`src/rtl/blend_rmw_pipe.sv`:
```
// ---------------------------------------------------------------------------
// blend_rmw_pipe
//   Read-modify-write back end for semi-transparent fragments. Accepts one
//   RGB888 fragment, optionally fetches the 1555 destination pixel, blends it
//   with the PSX B/F equations, applies the mask-bit rules and issues the
//   packed 1555 write to VRAM.
//
// Ports
//   clk, rst                 clock, asynchronous active-high reset
//   frag_valid/frag_ready    fragment handshake (ready only in IDLE)
//   frag_addr, frag_r/g/b    destination address and fragment colour
//   frag_semi, frag_stmask   blend enable, fragment mask bit
//   blend_mode               0=(B+F)/2 1=B+F 2=B-F 3=B+F/4
//   check_mask, force_mask   preserve masked pixels / force written bit15
//   rd_req/rd_addr/rd_ack    background read request channel
//   rd_valid/rd_data         background read data {m,b5,g5,r5}
//   wr_req/wr_addr/wr_data   packed pixel write request {m,b5,g5,r5}
//   wr_ack                   write accepted
//   busy                     fragment in flight
//
// Build option
//   BLEND_RMW_DITHER_EN : add the PSX 4x4 ordered dither before packing.
//   Undefined: plain truncation. Latency is identical in both builds.
// ---------------------------------------------------------------------------
module blend_rmw_pipe #(
  parameter int ADDRW = 19
) (
  input  logic             clk,
  input  logic             rst,
  input  logic             frag_valid,
  output logic             frag_ready,
  input  logic [ADDRW-1:0] frag_addr,
  input  logic [7:0]       frag_r,
  input  logic [7:0]       frag_g,
  input  logic [7:0]       frag_b,
  input  logic             frag_semi,
  input  logic             frag_stmask,
  input  logic [1:0]       blend_mode,
  input  logic             check_mask,
  input  logic             force_mask,
  output logic             rd_req,
  output logic [ADDRW-1:0] rd_addr,
  input  logic             rd_ack,
  input  logic             rd_valid,
  input  logic [15:0]      rd_data,
  output logic             wr_req,
  output logic [ADDRW-1:0] wr_addr,
  output logic [15:0]      wr_data,
  input  logic             wr_ack,
  output logic             busy
);

  typedef enum logic [2:0] {IDLE, RD_REQ, RD_WAIT, BLEND, WR_REQ} state_t;

  state_t state, state_nxt;

  logic             accept;
  logic [ADDRW-1:0] addr_p0;
  logic [7:0]       r_p0, g_p0, b_p0;
  logic             semi_p0, stmask_p0, check_p0, force_p0;
  logic [1:0]       mode_p0;
  logic [15:0]      bg_p1;
  logic [7:0]       r8_p1, g8_p1, b8_p1;
  logic [15:0]      pix_p1;
  logic             discard_p1;

  function automatic logic [7:0] sat_u8(input logic signed [9:0] v);
    if (v < 10'sd0)
      return 8'd0;
    else if (v > 10'sd255)
      return 8'hFF;
    else
      return v[7:0];
  endfunction

  // 10-bit signed arithmetic leaves headroom for B+F (max 510) and B-F (min -255).
  function automatic logic signed [9:0] blend_ch(input logic [7:0] bg8, input logic [7:0] f8,
                                                 input logic [1:0] mode);
    logic signed [9:0] b;
    logic signed [9:0] f;
    b = signed'({2'b00, bg8});
    f = signed'({2'b00, f8});
    case (mode)
      2'd0:    return (b + f) >>> 1;
      2'd1:    return b + f;
      2'd2:    return b - f;
      default: return b + (f >>> 2);
    endcase
  endfunction

  // Opaque fragments pass the foreground straight through; the background is
  // then only consulted for the mask check.
  function automatic logic [7:0] chan(input logic [7:0] f8, input logic [4:0] bg5,
                                      input logic semi, input logic [1:0] mode);
    logic signed [9:0] v;
    v = semi ? blend_ch({bg5, 3'b000}, f8, mode) : signed'({2'b00, f8});
    return sat_u8(v);
  endfunction

`ifdef BLEND_RMW_DITHER_EN
  // Row = y[1:0] (addr[11:10]), column = x[1:0] (addr[1:0]).
  function automatic logic signed [3:0] dither_off(input logic [1:0] y, input logic [1:0] x);
    case ({y, x})
      4'h0: return -4'sd4;  4'h1: return  4'sd0;  4'h2: return -4'sd3;  4'h3: return  4'sd1;
      4'h4: return  4'sd2;  4'h5: return -4'sd2;  4'h6: return  4'sd3;  4'h7: return -4'sd1;
      4'h8: return -4'sd3;  4'h9: return  4'sd1;  4'hA: return -4'sd4;  4'hB: return  4'sd0;
      4'hC: return  4'sd3;  4'hD: return -4'sd1;  4'hE: return  4'sd2;  default: return -4'sd2;
    endcase
  endfunction

  function automatic logic [7:0] dither_apply(input logic [7:0] c8, input logic signed [3:0] d);
    logic signed [9:0] s;
    s = signed'({2'b00, c8}) + signed'({{6{d[3]}}, d});
    return sat_u8(s);
  endfunction
`endif

  assign accept = frag_valid && frag_ready;

  // FSM state register
  always_ff @(posedge clk or posedge rst) begin
    if (rst)
      state <= IDLE;
    else
      state <= state_nxt;
  end

  // FSM next state and handshake outputs
  always_comb begin
    state_nxt  = state;
    frag_ready = 1'b0;
    rd_req     = 1'b0;
    wr_req     = 1'b0;
    busy       = 1'b1;
    case (state)
      IDLE: begin
        frag_ready = !rst;
        busy       = 1'b0;
        if (accept)
          state_nxt = (frag_semi || check_mask) ? RD_REQ : BLEND;
      end
      RD_REQ: begin
        rd_req = 1'b1;
        if (rd_ack)
          state_nxt = RD_WAIT;
      end
      RD_WAIT: begin
        if (rd_valid)
          state_nxt = BLEND;
      end
      BLEND: begin
        state_nxt = discard_p1 ? IDLE : WR_REQ;
      end
      WR_REQ: begin
        wr_req = 1'b1;
        if (wr_ack)
          state_nxt = IDLE;
      end
      default: state_nxt = IDLE;
    endcase
  end

  // Stage p0: fragment capture. The address is visible on rd_addr, so it resets.
  always_ff @(posedge clk or posedge rst) begin
    if (rst) begin
      addr_p0  <= '0;
      wr_addr  <= '0;
      wr_data  <= '0;
    end else begin
      if (accept)
        addr_p0 <= frag_addr;
      if (state == BLEND) begin
        wr_addr <= addr_p0;
        wr_data <= pix_p1;
      end
    end
  end

  always_ff @(posedge clk) begin
    if (accept) begin
      r_p0      <= frag_r;
      g_p0      <= frag_g;
      b_p0      <= frag_b;
      semi_p0   <= frag_semi;
      stmask_p0 <= frag_stmask;
      mode_p0   <= blend_mode;
      check_p0  <= check_mask;
      force_p0  <= force_mask;
    end
    if (state == RD_WAIT && rd_valid)
      bg_p1 <= rd_data;
  end

  assign rd_addr = addr_p0;

  // Stage p1: blend, optional dither, pack
  always_comb begin
    r8_p1 = chan(r_p0, bg_p1[4:0],   semi_p0, mode_p0);
    g8_p1 = chan(g_p0, bg_p1[9:5],   semi_p0, mode_p0);
    b8_p1 = chan(b_p0, bg_p1[14:10], semi_p0, mode_p0);
`ifdef BLEND_RMW_DITHER_EN
    r8_p1 = dither_apply(r8_p1, dither_off(addr_p0[11:10], addr_p0[1:0]));
    g8_p1 = dither_apply(g8_p1, dither_off(addr_p0[11:10], addr_p0[1:0]));
    b8_p1 = dither_apply(b8_p1, dither_off(addr_p0[11:10], addr_p0[1:0]));
`endif
    pix_p1 = {force_p0 | stmask_p0, 5'(b8_p1 >> 3), 5'(g8_p1 >> 3), 5'(r8_p1 >> 3)};
    // check_mask always forces a read, so bg_p1 is fresh whenever it matters.
    discard_p1 = check_p0 && bg_p1[15];
  end

endmodule

```
`config.mk`:
```
export PLATFORM = sky130hd
export DESIGN_NAME = blend_rmw_pipe
export DESIGN_NICKNAME = d
export VERILOG_FILES = /design/src/rtl/blend_rmw_pipe.sv
export SDC_FILE = /design/constraint.sdc
export NUM_CORES = 1
export LEC_CHECK = 0
export CORE_MARGIN = 2
export CORE_UTILIZATION = 35
export DETAILED_ROUTE_END_ITERATION = 8
export PLACE_DENSITY_LB_ADDON = 0.15
export SETUP_SLACK_MARGIN = 0.3
export SLEW_MARGIN = 5
export SYNTH_ARGS = -nofsm -noshare
export SYNTH_HDL_FRONTEND = slang
export SYNTH_SLANG_ARGS = --single-unit
```
`constraint.sdc`:
```
create_clock -name clk -period 2.45 [get_ports clk]
set_input_delay 0.49 -clock clk [delete_from_list [all_inputs] [get_ports clk]]
set_output_delay 0.49 -clock clk [all_outputs]
set_load 0.02 [all_outputs]
```
==> flow_metrics.env <==
export IMPL_vias=4922
export IMPL_p_leak_uw=0.003444
export IMPL_slew_violations=0
export IMPL_path_max_fanout=3
export IMPL_rsz0062_at_grt="yes"
export IMPL_cpLargestDelayFamily="compound AO/OA/AOI/OAI gates"
export IMPL_die_w_um=133.9
export IMPL_hold_slack_ns=0.4626
export IMPL_pin_count=129
export IMPL_layout_common_cells="clkdlybuf4s50_1, nand2_1, dfrtp_1"
export IMPL_place_inst=911
export IMPL_criticalPathCategory="flop to flop"
export IMPL_drive_above_1_share=0.2066
export IMPL_cp_required_ns=2.73
export IMPL_start_util=0.3572
export IMPL_yosysSeqAreaShare=0.4757
export IMPL_grt_pass1_vias=5123
export IMPL_max_cap_violations=0
export IMPL_viasPerCell=5.176
export IMPL_final_nets=845
export IMPL_io_buffer_count=128
export IMPL_dp_hpwl_um=11900
export IMPL_cts_sinks=103
export IMPL_synthArstFlopShare=0.5534
export IMPL_clock_latency_ns=0.36
export IMPL_cp_slowest_cell="edfxtp_1"
export IMPL_htreeDepth=3
export IMPL_final_common_cell="clkdlybuf4s50_1"
export IMPL_fillers=1489
export IMPL_final_cells=951
export IMPL_period_share=0.9008
export IMPL_die_h_um=133.9
export IMPL_clock_root_buffer="clkbuf_16"
export IMPL_fin_skew_ns=0.009736
export IMPL_synth_area_per_cell_um2=10.46
export IMPL_drc=0
export IMPL_coreArea_um2=16520
export IMPL_synth_area_top_cells="dfrtp_1, edfxtp_1, ha_1"
export IMPL_rr_endpoint="wr_data[4]"
export IMPL_wl_um=16760
export IMPL_synth_area_um2=5902
export IMPL_cts_hold_buf=0
export IMPL_worst_setup_path_start_kind="flop"
export IMPL_tightest_slew_ns=0.4861
export IMPL_synth_largest_area_cell="dfrtp_1"
export IMPL_p_total_uw=8229
export IMPL_reg2regPathDepth=8
export IMPL_ant_nets=0
export IMPL_rows=47
export IMPL_grt_pass1_wl_um=26630
export IMPL_critPathBufInv=0
export IMPL_outcome="finished, final reports clean"
export IMPL_ys_ff_latch=103
export IMPL_grt_antenna_before_repair=0
export IMPL_rrSetupSlack_ns=0.24
export IMPL_clk_pin_slew_worst_paths_ns=0.08
export IMPL_synth_top_area_share=0.2417
export IMPL_crit_chain="ha_2, fa_2, nand2b_1, a21oi_2, xnor2_2, a221o_1, a211o_1, a31oi_1"
export IMPL_grt_overflow_total=0
export IMPL_synth_nets=683
export IMPL_slowest_delay_ns=0.45
export IMPL_ir_drop_mv=0.6128
export IMPL_pre_cts_slack_ns=0.07820
export IMPL_setup_viol_count_final=0
export IMPL_drt_iter0_drc=235
export IMPL_worstSetupEndpointType="flop"
export IMPL_tritoncts="done"
export IMPL_syn_to_final_growth_pct=42.15
export IMPL_regToRegStartpoint="bg_p1[0]"
export IMPL_grt_max_degree=47
export IMPL_syn_instance_count=564
export IMPL_first_pass_iters=4
export IMPL_ys_types=64
export IMPL_wl_per_cell_um=17.63
export IMPL_track_usage=0.1894
export IMPL_cts_buffers_inserted=9
export IMPL_worstPathArrival_ns=2.49
export IMPL_setup_ws_ns=0.2432
export IMPL_post_route_min_period_ns=2.207
export IMPL_clockBufferDepth=2
export IMPL_worst_slew_margin_rel=0.6747
export IMPL_ys_flop_type="dfrtp_1"
export IMPL_synth_edf_count=46
export IMPL_n_antenna_cell=0
export IMPL_finalSetupTns_ns=0
export IMPL_hold_viol=0
export IMPL_dieArea_um2=17920
export IMPL_ys_warnings_count=0
export IMPL_p_per_area_nw_per_um2=980.9
export IMPL_gp_congestion=0.8694
export IMPL_fmax_mhz=453.1
export IMPL_min_path_type="input port to async pin"
-- per-layer routing --
metal  share of wire  GRT usage  vias to the layer above
met5               0          0                        -
met2            0.47     0.3085                      181
met1            0.42     0.2362                     2366
met4           0.025    0.06501                        0
met3           0.082    0.06387                       34
li1                -          -                     2341
-- cell usage after synthesis, drive strengths merged, types with 7 or more instances --
cell type,number
buf,13
edfxtp,46
a21oi,24
nand2,84
inv,33
xor2,10
a21o,8
nor2b,8
ha,42
a211oi,8
nor3,10
xnor2,17
dfrtp,57
mux2,20
nand2b,9
nor2,36
o211ai,7
o21ai,23
a22oi,8
clkbuf,13
-- final cells by class --
class,instances,area [um^2],area share
Clock inverter,6,62.56,0.007457
Inverter,33,123.9,0.01477
Sequential cell,103,2809,0.3348
Timing Repair Buffer,177,1660,0.1979
Tap cell,220,275.3,0.03281
Multi-Input combinational cell,402,3229,0.3849
Clock buffer,10,229.0,0.02729
-- kinds of logic after synthesis --
logic type	after synthesis	share of synthesized area
AO/OA/AOI/OAI	127	0.1497
buffers and inverters	59	0.04070
flip-flops	103	0.4757
adder cells (fa/ha/maj)	48	0.1094
XOR/XNOR	27	0.04007
multiplexers	25	0.04876
AND/OR/NAND/NOR	175	0.1357
-- report_power, final --
| part | total, uW | internal (uW) | switching (uW) |
|---|---|---|---|
| combinational | 3970 | 1930 | 2050 |
| sequential | 2810 | 2380 | 423 |
| clock | 1450 | 720 | 729 |
| total | 8230 | 5030 | 3200 |
-- worst max-delay path by stage --
stage               startpoint          to  slack, ns  cells after the start
finish                bg_p1[0]  wr_data[4]       0.24                      8
global route          bg_p1[0]  wr_data[3]       0.17                      7
floorplan             bg_p1[6]  wr_data[6]       0.34                      7
CTS                   state[0]  frag_ready       0.23                      3
detailed placement     g_p0[5]  wr_data[6]       0.08                      8
global placement       g_p0[5]  wr_data[5]       0.19                      8
-- sequential cells by signal, summed over array words and instances, names as in the netlist --
signal,flops
rd_addr,19
force_p0,1
state,3
bg_p1,16
b_p0,8
mode_p0,2
wr_addr,19
r_p0,8
semi_p0,1
g_p0,8
stmask_p0,1
wr_data,16
check_p0,1
-- worst register-to-register path, delay by kind of cell, from the launching register on --
kind,cells,cell delay (ns)
AO/OA/AOI/OAI,4,0.77
adder cells (fa/ha/maj),2,0.65
flip-flops,1,0.45
XOR/XNOR,1,0.15
AND/OR/NAND/NOR,1,0.11
-- through the flow --
stage                 util  area [um^2]
global route        0.5077         8389
CTS                 0.4867         8043
global placement    0.4570         7551
floorplan                -         5909
finish              0.5077         8389
detailed placement  0.4570         7551
-- repair_timing --
action / CTS / global route
pin swaps: 10 / 21
resized for setup: 30 / 53
setup buffers: 12 / 12
setup endpoints to repair: 19 / 18
Note: power is estimated with default switching activity, not from simulation.
